### src/rtl/rand_pulse_sched.sv
// rand_pulse_sched: shares one stretched output pulse channel among N_SRC
// pulse sources. Rising edges on each source are latched as pending
// requests and served round-robin. Each grant produces a fixed-length pulse
// followed by optional dead time. Accepted and dropped events are counted.
//
// Ports:
//   clk         system clock, rising edge
//   rst         asynchronous reset, active-high
//   en          scheduler enable (gates edge latching and new grants)
//   src_pulse   level outputs of the pulse generators
//   pulse_len   output pulse length in cycles (0 is treated as 1)
//   dead_len    idle cycles after each pulse (0 = none)
//   cnt_clr     synchronous clear of both counters (wins over increments)
//   pout        stretched output pulse (registered)
//   pout_src    index of the source owning the current/last pulse
//   busy        high while in ACTIVE or DEAD
//   accept_cnt  granted events, saturating
//   drop_cnt    events lost to pile-up on an already pending source, saturating
module rand_pulse_sched #(
  parameter int N_SRC = 4,
  parameter int LEN_W = 5,
  parameter int CNT_W = 16
) (
  input  logic                     clk,
  input  logic                     rst,
  input  logic                     en,
  input  logic [N_SRC-1:0]         src_pulse,
  input  logic [LEN_W-1:0]         pulse_len,
  input  logic [LEN_W-1:0]         dead_len,
  input  logic                     cnt_clr,
  output logic                     pout,
  output logic [$clog2(N_SRC)-1:0] pout_src,
  output logic                     busy,
  output logic [CNT_W-1:0]         accept_cnt,
  output logic [CNT_W-1:0]         drop_cnt
);

  localparam int IDX_W = $clog2(N_SRC);

  typedef enum logic [1:0] {IDLE, ACTIVE, DEAD} state_t;

  state_t           state;
  logic [N_SRC-1:0] dly;
  logic [N_SRC-1:0] pend;
  logic [IDX_W-1:0] rr_ptr;
  logic [LEN_W-1:0] len_cnt;
  logic [LEN_W-1:0] dead_cnt;

  logic [N_SRC-1:0] rise;
  logic [N_SRC-1:0] gnt_mask;
  logic [N_SRC-1:0] drop_vec;
  logic             gnt_ok;
  logic [IDX_W-1:0] gnt_idx;
  logic [CNT_W:0]   ndrop;
  logic [CNT_W:0]   drop_sum;
  logic [CNT_W-1:0] drop_next;
  logic [CNT_W-1:0] acc_next;
  int unsigned      j;

  assign rise = src_pulse & ~dly & {N_SRC{en}};

  // Round-robin search starting just after the last granted index.
  always_comb begin
    gnt_ok  = 1'b0;
    gnt_idx = '0;
    j       = 0;
    if (state == IDLE && en) begin
      for (int unsigned k = 1; k <= N_SRC; k++) begin
        j = (int'(rr_ptr) + k) % N_SRC;
        if (!gnt_ok && pend[j]) begin
          gnt_ok  = 1'b1;
          gnt_idx = IDX_W'(j);
        end
      end
    end
  end

  always_comb begin
    gnt_mask = '0;
    if (gnt_ok) gnt_mask[gnt_idx] = 1'b1;
  end

  // An edge on a source being granted this cycle re-arms it instead of dropping.
  assign drop_vec = rise & pend & ~gnt_mask;

  always_comb begin
    ndrop = '0;
    for (int unsigned k = 0; k < N_SRC; k++)
      ndrop = ndrop + (CNT_W+1)'(drop_vec[k]);
  end

  assign drop_sum  = {1'b0, drop_cnt} + ndrop;
  assign drop_next = drop_sum[CNT_W] ? '1 : drop_sum[CNT_W-1:0];
  assign acc_next  = (gnt_ok && accept_cnt != '1) ? accept_cnt + 1'b1 : accept_cnt;

  always_ff @(posedge clk or posedge rst) begin
    if (rst) begin
      state      <= IDLE;
      dly        <= '0;
      pend       <= '0;
      rr_ptr     <= IDX_W'(N_SRC - 1);
      len_cnt    <= '0;
      dead_cnt   <= '0;
      pout       <= 1'b0;
      pout_src   <= '0;
      busy       <= 1'b0;
      accept_cnt <= '0;
      drop_cnt   <= '0;
    end else begin
      dly  <= src_pulse;
      pend <= (pend & ~gnt_mask) | rise;

      if (cnt_clr) begin
        accept_cnt <= '0;
        drop_cnt   <= '0;
      end else begin
        accept_cnt <= acc_next;
        drop_cnt   <= drop_next;
      end

      case (state)
        IDLE: begin
          if (gnt_ok) begin
            rr_ptr   <= gnt_idx;
            pout_src <= gnt_idx;
            pout     <= 1'b1;
            busy     <= 1'b1;
            len_cnt  <= (pulse_len == '0) ? '0 : pulse_len - 1'b1;
            state    <= ACTIVE;
          end
        end
        ACTIVE: begin
          if (len_cnt == '0) begin
            pout <= 1'b0;
            if (dead_len == '0) begin
              busy  <= 1'b0;
              state <= IDLE;
            end else begin
              dead_cnt <= dead_len - 1'b1;
              state    <= DEAD;
            end
          end else begin
            len_cnt <= len_cnt - 1'b1;
          end
        end
        DEAD: begin
          if (dead_cnt == '0) begin
            busy  <= 1'b0;
            state <= IDLE;
          end else begin
            dead_cnt <= dead_cnt - 1'b1;
          end
        end
        default: begin
          state <= IDLE;
          pout  <= 1'b0;
          busy  <= 1'b0;
        end
      endcase
    end
  end

endmodule

### config.mk
export PLATFORM = sky130hd
export DESIGN_NAME = rand_pulse_sched
export DESIGN_NICKNAME = d
export VERILOG_FILES = /design/src/rtl/rand_pulse_sched.sv
export SDC_FILE = /design/constraint.sdc
export NUM_CORES = 1
export LEC_CHECK = 0
export BUFFER_PORTS_ARGS = -buffer_cell sky130_fd_sc_hd__clkbuf_2
export CAP_MARGIN = 0
export CELL_PAD_IN_SITES_DETAIL_PLACEMENT = 1
export CELL_PAD_IN_SITES_GLOBAL_PLACEMENT = 1
export CORE_MARGIN = 1
export CORE_UTILIZATION = 46
export CTS_CLUSTER_SIZE = 8
export DETAILED_ROUTE_END_ITERATION = 12
export PLACE_DENSITY_LB_ADDON = 0.2
export REMOVE_ABC_BUFFERS = 1
export SETUP_SLACK_MARGIN = 0.1
export SLEW_MARGIN = 30
export SYNTH_ARGS = -nofsm -noshare
export SYNTH_HDL_FRONTEND = slang
export SYNTH_SLANG_ARGS = --single-unit
### constraint.sdc
create_clock -name clk -period 7.8 [get_ports clk]
set_input_delay 2.34 -clock clk [delete_from_list [all_inputs] [get_ports clk]]
set_output_delay 2.34 -clock clk [all_outputs]
set_load 0.01 [all_outputs]
==> key figures, run 1 <==
Finish
  – Diodes inserted: 0
  – Non-filler instance count after layout: 499
  – # nets final: 425
  – Multi-input combinational cell area: 1672 um^2
  – Fraction of layout instances using a drive strength above 1: 20.10%
  – Final Instance Area: 3754 um^2
  – Layout overhead on the synthesized area: 16.05%
  – Register area: 1454 um^2
  – Fillers: 809

Timing
  – # setup viols final: 0
  – Post-Route Setup TNS: 0 ps
  – Fmax achieved: 0.1584 GHz
  – RSZ-0062 raised after global routing: false
  – Tmin final: 6313 ps
  – Tightest Pin Transition: 731.7 ps
  – Hold WS: 491.2 ps
  – Final count of pins violating max slew: 0
  – Layout Skew: 7.133 ps
  – Relative slew slack: 51.22%
  – Final hold violations: 0
  – Crit share post-route: 80.93%

Routing
  – Initial DRC Count: 122
  – Mean routed wirelength per cell: 15.36 um
  – DRC violations left: 0
  – Routed Antenna Nets: 0
  – Drt total wl: 7.664 mm
  – Post-DR vias/cell: 5.625
  – DRT Pass-1 Iters: 4
  – Via count: 2,807

Global routing
  – Largest net degree at the start of global routing: 59
  – Vias in the first global route: 2,888
  – Initial antenna violation count: 0
  – First-pass GRT wire length: 13.30 mm
  – Total track usage: 23.09%
  – Grt total ovfl: 0

CTS
  – Num CTS Buffers: 9
  – Postcts setup bufs: 0
  – Post-CTS Resized: 0
  – CTS root buf: clkbuf_8
  – Worst skew pair latency: 330 ps
  – TritonCTS clock tree: built
  – Cts-stage hold buffer count: 0
  – CTS max path bufs: 2
  – H-tree depth: 3
  – Worst-path clk slew: 60 ps
  – CTS sink cnt: 58

Setup path
  – CP Capture Type: flip-flop
  – CP cell instances: clkbuf_2 -> nor3b_2 -> a21boi_0 -> a31oi_1 -> nand4_1 -> fa_1 -> fa_1 -> inv_1 -> fa_1 -> nand4_1 -> nor3_1 -> nand4_1 -> a21oi_1
  – R2r setup slk: 3020 ps
  – Critical Path AT: 6550 ps
  – Crit path max-delay family: simple AND/OR/NAND/NOR gates
  – FF-to-FF Start: pend[0]
  – Crit path kind: primary input to flip-flop
  – Reg2reg end: drop_cnt[3]
  – Crit-path max cell delay: 550 ps
  – Worst-path maximum fanout: 13
  – R2R depth: 13
  – CP Launch Type: primary input
  – WP buf/inv: 2
  – Required time of the worst setup path: 8030 ps
  – Critical-path top delay cell: nand4_1

Power and ir drop
  – Net Sw Power: 0.3527 mW
  – Peak supply drop: 0.1681 mV
  – P_leak: 1.638 nW
  – Clock network power share: 24.0%
  – Combinational power share: 30.2%
  – Sequential group share of total power: 45.8%
  – Switching power share of the total: 36.23%
  – Cell Int Power: 0.6207 mW
  – PwrDens: 259.3 nW/um^2
  – Power Total: 0.9734 mW

Place
  – GPL Wtd Cong: 0.8622
  – Dpl cell area: 3586 um^2
  – Final HPWL DP: 5.635 mm
  – Placed cell count: 482
  – Port buffer count: 53

Yosys
  – Syn. warnings: 0
  – Synth Instances: 342
  – Synth area leader: dfrtp_1
  – #FFs+latches synth: 58
  – Avg Cell Area, Syn: 9.457 um^2
  – Most frequent cells after synthesis: dfrtp_1, nand2_1, a21oi_1
  – Post-synth cell types: 58
  – Most used DFF post-synth: dfrtp_1
  – Netlist Area Pre-Place: 3234 um^2
  – Most common cell in the netlist: dfrtp_1
  – Largest cells by area after synthesis: dfrtp_1, a21oi_1, nand2_1, xnor2_1, nor2_1
  – Post-synth top area share: 43.33%
  – Asr flop ratio synth: 100.0%
  – Register area share after synthesis: 44.95%
  – EDFF count, synth: 0

Status
  – Status: finished clean

Die
  – Site row count: 30
  – Die width: 85.85 um
  – IO Pins: 54
  – Core box area: 6794 um^2
  – Chip Height: 85.85 um
  – Die ar.: 7370 um^2
  – Initial core utilization: 47.61%

Worst hold path
  – Hold EP: pout
  – Hold path start: pout
  – Hold Path Stages: 2
  – Hold Path Class: flip-flop to flip-flop

Job
  – Max Cap Viol: 0
## cell type report
cell class | instances | share of cell area (%)
inverter | 18 | 1.800
timing repair buffer | 55 | 7.467
sequential | 58 | 38.73
tap | 96 | 3.200
multi-input combinational | 256 | 44.53
clock buffer | 16 | 4.267
## power by group through the flow
| stage | logic, mW | registers (mW) | clock network, mW |
|---|---|---|---|
| 5_1_grt | 0.337 | 0.459 | 0.251 |
| 3_3_place_gp | 0.283 | 0.448 | 0 |
| 6_report | 0.294 | 0.446 | 0.233 |
| 2_1_floorplan | 0.214 | 0.435 | 0 |
| 4_1_cts | 0.296 | 0.446 | 0.242 |
| 3_5_place_dp | 0.295 | 0.450 | 0 |
## cells in the final DEF (no fill, tap or decap), types with 3 or more instances in the layout
cell / count
a211oi_1: 4
a21oi_1: 28
a31o_2: 3
a31oi_1: 4
clkbuf_1: 6
clkbuf_2: 53
clkbuf_8: 10
dfrtp_1: 56
fa_1: 3
ha_1: 6
inv_1: 16
mux2i_1: 8
nand2_1: 33
nand2b_1: 4
nand3_1: 16
nand4_1: 8
nor2_1: 27
nor2b_1: 3
nor3_1: 11
nor3b_1: 3
nor4_1: 7
o2111ai_1: 3
o21a_1: 4
o21ai_0: 13
o31ai_1: 6
or3_1: 4
xnor2_1: 14
xor2_1: 7
## worst reg2reg max path, stage by stage, from the launching register on
cell and delay [ps]:
dfrtp_1 500, or3b_2 470, a21oi_1 220, o311ai_1 210, a31oi_1 290, nand4_1 150
fa_1 500, fa_1 440, inv_1 80, fa_1 260, nand4_1 190, nor3_1 450
nand4_1 550, a21oi_1 360
## worst max-delay path by stage
stage,from,endpoint,slack (ps),cells past startpoint
after floorplan,en,drop_cnt[11],2040,12
after global placement,en,drop_cnt[11],1370,13
after detailed placement,en,drop_cnt[11],1090,13
after CTS,en,drop_cnt[11],1460,13
after global routing,en,drop_cnt[11],940,13
final,en,drop_cnt[3],1490,13
## logic make-up (layout without fill, tap and decap cells)
group	after synthesis	after routing	synth area share, %
fa+ha+maj	9	9	4.178
compound gates	84	84	17.83
xor+xnor	21	21	5.687
simple gates	133	133	21.16
mux	9	9	2.824
buf+inv	28	89	3.365
flops	58	58	44.95
## sequential cells by signal, summed over array words and instances (netlist names), 4 cells and up
| signal | count |
|---|---|
| pend | 4 |
| len_cnt | 5 |
| dead_cnt | 5 |
| drop_cnt | 16 |
| accept_cnt | 16 |
| dly | 4 |
## stage by stage
| stage | util [%] | setup slack, ps |
|---|---|---|
| final | 55.25 | 1487 |
| after global placement | 52.78 | 1367 |
| after detailed placement | 52.78 | 1089 |
| after CTS | 55.14 | 1457 |
| after global routing | 55.25 | 938.2 |
| after floorplan | - | 2043 |
## routing by layer
metal	global-route usage [%]	up-vias	wire, um
met5	0	-	0
met1	28.93	1391	3542
li1	-	1359	-
met3	6.449	11	246
met2	38.76	46	3786
met4	7.424	0	89
Note: power is estimated with default switching activity, not from simulation.
==> run 2: changes to the inputs <==
--- a/config.mk
+++ b/config.mk
@@ -5,12 +5,13 @@
 export SDC_FILE = /design/constraint.sdc
 export NUM_CORES = 1
 export LEC_CHECK = 0
+export ABC_AREA = 1
 export BUFFER_PORTS_ARGS = -buffer_cell sky130_fd_sc_hd__clkbuf_2
 export CAP_MARGIN = 0
 export CELL_PAD_IN_SITES_DETAIL_PLACEMENT = 1
 export CELL_PAD_IN_SITES_GLOBAL_PLACEMENT = 1
 export CORE_MARGIN = 1
-export CORE_UTILIZATION = 46
+export CORE_UTILIZATION = 37
 export CTS_CLUSTER_SIZE = 8
 export DETAILED_ROUTE_END_ITERATION = 12
 export PLACE_DENSITY_LB_ADDON = 0.2
==> constraint.sdc (replaced) <==
create_clock -name clk -period 5.8 [get_ports clk]
set_input_delay 1.74 -clock clk [delete_from_list [all_inputs] [get_ports clk]]
set_output_delay 1.74 -clock clk [all_outputs]
set_load 0.01 [all_outputs]
==> run 2 against run 1 <==
Flip-flop and latch count is the same. First-iteration DRC count fell by 39%. Design area grew 13%. Total power grew 87%. Cell count grew 37%. Critical endpoint unchanged. Largest cell class unchanged.
==> key figures, run 2 <==
Yosys
  – Asr flop ratio synth: 100.0%
  – Syn. warnings: 0
  – Synth Area in Adders: 3.750%
  – Most common cell in the netlist: nand2_1
  – EDFF count, synth: 0
  – Largest cells by area after synthesis: dfrtp_1, nand2_1, inv_1, nand3_1, nor2_1
  – Most used DFF post-synth: dfrtp_1
  – Post-synth top area share: 38.89%
  – Post-synth cell types: 36
  – Xor and xnor area share after synthesis: 6.076%
  – Largest family of logic cells by synthesized area: simple AND/OR/NAND/NOR gates
  – Avg Cell Area, Syn: 7.265 um^2
  – Register area share after synthesis: 40.35%
  – Mux share of post-synthesis cell area: 0%
  – #FFs+latches synth: 58
  – Synth area leader: dfrtp_1
  – Synth Instances: 496
  – Most frequent cells after synthesis: nand2_1, inv_1, dfrtp_1
  – Simple-gate share of the synthesized area: 33.65%
  – Netlist Area Pre-Place: 3603 um^2
  – Compound-Gate Fraction of Synth Area: 7.187%

Routing
  – Routed Antenna Nets: 0
  – Post-DR vias/cell: 4.889
  – Via count: 3,354
  – Initial DRC Count: 74
  – Mean routed wirelength per cell: 13.86 um
  – Drt total wl: 9.511 mm
  – DRT Pass-1 Iters: 5
  – DRC violations left: 0

CTS
  – Cts-stage hold buffer count: 0
  – H-tree depth: 3
  – Worst-path clk slew: 70 ps
  – TritonCTS clock tree: built
  – CTS root buf: clkbuf_8
  – Worst skew pair latency: 340 ps
  – Num CTS Buffers: 9
  – Post-CTS Resized: 0
  – Postcts setup bufs: 0
  – CTS max path bufs: 2
  – CTS sink cnt: 58

Setup path
  – Critical-path top delay cell: fa_1
  – CP most frequent cell: nor2_1
  – Required time of the worst setup path: 6050 ps
  – Crit-path max cell delay: 450 ps
  – CP Launch Type: primary input
  – CP cell instances: clkbuf_2 -> inv_1 -> nor3_1 -> nand2_4 -> nor2_1 -> nand2_1 -> nand3_1 -> fa_1 -> fa_1 -> inv_1 -> fa_1 -> nand3_1 -> nor2_1 -> nand2_1 -> nor2_1 -> nand3_1 -> nor2_1 -> inv_1 -> a21oi_1
  – Worst-path maximum fanout: 9
  – CP Capture Type: flip-flop
  – Crit path kind: primary input to flip-flop
  – Critical Path AT: 5510 ps

Die
  – Die ar.: 10,140 um^2
  – Site row count: 35
  – Die width: 100.7 um
  – Chip Height: 100.7 um
  – Core box area: 9328 um^2
  – IO Pins: 54
  – Initial core utilization: 38.63%

Global routing
  – First-pass GRT wire length: 16.33 mm
  – Total track usage: 20.69%
  – Largest net degree at the start of global routing: 59
  – Vias in the first global route: 3,402
  – Grt total ovfl: 0
  – Initial antenna violation count: 0

Timing
  – Fmax achieved: 0.1902 GHz
  – # setup viols final: 0
  – RSZ-0062 raised after global routing: false
  – Tightest Pin Transition: 847.3 ps
  – Relative slew slack: 43.16%
  – Tmin final: 5257 ps
  – Final count of pins violating max slew: 0
  – Post-Route Setup TNS: 0 ps
  – Layout Skew: 8.790 ps
  – Worst setup margin: 542.6 ps
  – Final hold violations: 0
  – Crit share post-route: 90.65%

Power and ir drop
  – P_leak: 2.237 nW
  – PwrDens: 429.3 nW/um^2
  – Peak supply drop: 0.1583 mV

Place
  – Dpl ws: 194.0 ps
  – GPL Wtd Cong: 0.8397
  – Placed cell count: 670
  – Port buffer count: 53
  – Final HPWL DP: 7.061 mm

Job
  – Max Cap Viol: 0

Finish
  – Diodes inserted: 0
  – Most frequent cells in the layout: nand2_1, inv_1, dfrtp_1
  – Layout overhead on the synthesized area: 17.71%
  – Largest regs: accept_cnt x16, drop_cnt x16
  – Most common cell after layout, fill and taps aside: nand2_1
  – Non-filler instance count after layout: 686
  – Fraction of layout instances using a drive strength above 1: 15.98%
  – Fillers: 1,211
  – Register area: 1454 um^2
  – # nets final: 579
  – Multi-input combinational cell area: 1826 um^2

Status
  – Status: finished clean

Worst hold path
  – Hold Path Class: flip-flop to flip-flop
==> run 2: where the power goes <==
group	internal [mW]	switching (mW)	leakage, nW	total (mW)
clock network	0.340	0.170	0.134	0.510
registers	0.500	0.0841	0.750	0.584
logic	0.235	0.492	1.35	0.727
total	1.08	0.746	2.24	1.82
==> run 2: cells by family (layout without fill, tap and decap cells) <==
| logic type | count (synthesis) | in the layout |
|---|---|---|
| DFF | 58 | 58 |
| AOI/OAI and AO/OA | 50 | 50 |
| xor gates and xnor gates | 25 | 25 |
| and+or+nand+nor | 276 | 276 |
| buffers and inverters | 78 | 139 |
| adders and majority gates | 9 | 9 |
==> run 2: metrics by stage <==
| stage | power [mW] | hold slack [ps] | utilization [%] | area, um^2 |
|---|---|---|---|---|
| after floorplan | 1.115 | 453.0 | - | 3541 |
| after global placement | 1.290 | 474.9 | 42.62 | 3975 |
| after detailed placement | 1.323 | 464.9 | 42.62 | 3975 |
| after CTS | 1.841 | 482.2 | 45.47 | 4242 |
| after global routing | 1.992 | 526.3 | 45.47 | 4242 |
| final | 1.821 | 474.5 | 45.47 | 4242 |
==> run 2: final timing paths <==
path	startpoint	to	slack [ps]	depth (start not counted)
min reg2reg	busy	busy	470	2
max reg2reg	rr_ptr[0]	drop_cnt[3]	1300	23
min	busy	busy	470	2
min in group asynchronous	rst	drop_cnt[12]	1600	3
max	en	drop_cnt[3]	540	19
max in group asynchronous	rst	accept_cnt[9]	3700	3
==> run 2: worst max-delay path: cells and delay by family <==
| kind | cells | cell delay [ps] |
|---|---|---|
| and+or+nand+nor | 11 | 2060 |
| AOI/OAI and AO/OA | 1 | 160 |
| buffers and inverters | 4 | 440 |
| adders and majority gates | 3 | 1100 |
==> run 2: layout make-up <==
type,count,area share (%)
flip-flops and latches,58,34.28
multi-input cells,360,43.04
repair buffers,54,6.431
clock buffers,11,3.333
well taps,129,3.805
inverters,69,6.165
clock inverters,5,2.950
==> run 2: per-layer routing <==
layer  vias to the layer above  global-route usage, %  part of all wire (%)
met5                         -                      0                     0
met4                         0                  6.020                   1.1
met3                         9                  3.606                   2.0
met2                        36                  33.03                    48
met1                      1628                  28.80                    49
li1                       1681                      -                     -
==> run 3: changes to the inputs <==
--- a/config.mk
+++ b/config.mk
@@ -10,8 +10,8 @@
 export CAP_MARGIN = 0
 export CELL_PAD_IN_SITES_DETAIL_PLACEMENT = 1
 export CELL_PAD_IN_SITES_GLOBAL_PLACEMENT = 1
-export CORE_MARGIN = 1
-export CORE_UTILIZATION = 37
+export CORE_MARGIN = 8
+export CORE_UTILIZATION = 41
 export CTS_CLUSTER_SIZE = 8
 export DETAILED_ROUTE_END_ITERATION = 12
 export PLACE_DENSITY_LB_ADDON = 0.2
==> constraint.sdc (replaced) <==
create_clock -name clk -period 5.4 [get_ports clk]
set_input_delay 1.62 -clock clk [delete_from_list [all_inputs] [get_ports clk]]
set_output_delay 1.62 -clock clk [all_outputs]
set_load 0.01 [all_outputs]
==> run 3 against run 2 <==
Flip-flop and latch count unchanged. First-iteration DRC count is 65% higher. Die area grew 19%. Cell count is 2.9% lower. Global-route usage is 3.4 points lower. Critical endpoint unchanged. Largest cell class unchanged. Highest routed layer unchanged.
==> key figures, run 3 (synthesis gave the netlist of run 2 again) <==
Timing
  – Tmin final: 4955 ps
  – Layout Skew: 4.980 ps
  – Final hold violations: 0
  – Tightest Pin Transition: 830.1 ps
  – # setup viols final: 0
  – Post-Route Setup TNS: 0 ps
  – RSZ-0062 raised after global routing: false
  – Crit share post-route: 91.76%
  – Hold WS: 502.1 ps
  – Relative slew slack: 44.32%
  – Fmax achieved: 0.2018 GHz
  – Final count of pins violating max slew: 0

Die
  – IO Pins: 54
  – Core box area: 8636 um^2
  – Die ar.: 12,050 um^2
  – Site row count: 34
  – Initial core utilization: 41.73%
  – Chip Height: 109.8 um
  – Die width: 109.8 um

Routing
  – Drt total wl: 9.751 mm
  – Post-DR vias/cell: 5.015
  – Mean routed wirelength per cell: 14.64 um
  – Initial DRC Count: 122
  – Via count: 3,340
  – DRT Pass-1 Iters: 4
  – Routed Antenna Nets: 0
  – DRC violations left: 0

Setup path
  – CP most frequent cell: nor2_1
  – CP cell instances: clkbuf_2 -> inv_1 -> nor3_1 -> buf_4 -> nand2_4 -> nor2_1 -> nand2_1 -> nand3_1 -> fa_1 -> fa_1 -> inv_1 -> fa_1 -> nand3_1 -> nor2_1 -> nand2_1 -> nor2_1 -> nand3_1 -> nor2_1 -> inv_1 -> a21oi_1
  – Required time of the worst setup path: 5650 ps
  – Crit-path max cell delay: 450 ps
  – Worst-path maximum fanout: 9
  – WP buf/inv: 5
  – Critical-path top delay cell: fa_1
  – Crit path max-delay family: simple AND/OR/NAND/NOR gates
  – Crit path kind: primary input to flip-flop
  – Critical Path AT: 5210 ps
  – CP Launch Type: primary input
  – CP Capture Type: flip-flop

Place
  – GPL Wtd Cong: 0.8083
  – Final HPWL DP: 7.349 mm
  – Port buffer count: 53

Status
  – Status: finished clean

CTS
  – Post-CTS Resized: 0
  – CTS root buf: clkbuf_8
  – CTS max path bufs: 2
  – Num CTS Buffers: 9
  – Postcts setup bufs: 0
  – CTS sink cnt: 58
  – Worst-path clk slew: 70 ps
  – TritonCTS clock tree: built
  – H-tree depth: 3
  – Cts-stage hold buffer count: 0
  – Worst skew pair latency: 340 ps

Power and ir drop
  – Power Total: 1.862 mW
  – Peak supply drop: 0.2058 mV
  – PwrDens: 445.9 nW/um^2
  – P_leak: 2.218 nW

Global routing
  – Grt total ovfl: 0
  – Vias in the first global route: 3,563
  – Total track usage: 17.31%
  – First-pass GRT wire length: 16.66 mm
  – Initial antenna violation count: 0
  – Largest net degree at the start of global routing: 34

Finish
  – Multi-input combinational cell area: 1826 um^2
  – Diodes inserted: 0
  – Register area: 1454 um^2
  – Final core utilization: 48.35%
  – Layout overhead on the synthesized area: 15.87%
  – Most frequent cells in the layout: nand2_1, inv_1, dfrtp_1
  – Fillers: 1,163
  – Fraction of layout instances using a drive strength above 1: 16.13%
  – # nets final: 580
  – Largest regs: accept_cnt x16, drop_cnt x16
  – Most common cell after layout, fill and taps aside: nand2_1

Job
  – Max Cap Viol: 0

Worst hold path
  – Hold Path Class: flip-flop to flip-flop
[run 3: cell count changes in the layout (fill, tap and decap cells not counted)]
| cell | previous run | this run |
|---|---|---|
| bufinv_16 | 4 | 2 |
| clkinv_2 | 1 | 2 |
| buf_4 | 1 | 2 |
| clkinvlp_4 | 0 | 1 |
[run 3: worst paths after layout]
kind	slack, ps	depth (start not counted)	end	from
setup / recovery	450	20	drop_cnt[3]	en
hold / removal	500	2	busy	busy
setup reg to reg	920	24	drop_cnt[3]	rr_ptr[0]
hold reg to reg	500	2	busy	busy
max in group asynchronous	3210	3	accept_cnt[1]	rst
min in group asynchronous	1330	2	pout_src[1]	rst
[run 3: area by class of cell]
cell class                 count  area share [%]
clock buffer                  11           3.386
clock inverter                 5           1.858
inverter                      69           6.263
multi-input combinational    360           43.72
sequential                    58           34.82
tap                          108           3.236
timing repair buffer          55           6.713
[run 3: where the power goes]
part           internal, mW  switching, mW  total (mW)  leakage [nW]
registers             0.537         0.0897       0.627         0.750
logic                 0.255          0.528       0.784          1.36
clock network         0.271          0.180       0.451         0.109
[run 3: per-layer routing]
layer,global-route usage [%],up-vias,routed length [um]
met5,0,-,0
met4,5.497,0,103
met1,21.85,1605,4567
li1,-,1685,-
met2,28.94,38,4740
met3,3.634,12,339
[run 3: stage by stage]
step,setup WS (ps),area [um^2],instances
final,445.1,4175,666
after global routing,134.7,4175,666
after CTS,464.2,4175,666
after detailed placement,164.8,3956,650
after global placement,397.0,3956,650
after floorplan,667.0,3541,487
[run 3: worst min-delay path: stages (launching register included)]
cell	delay [ps]
dfrtp_1	360
nand2_1	60
nand2_1	50
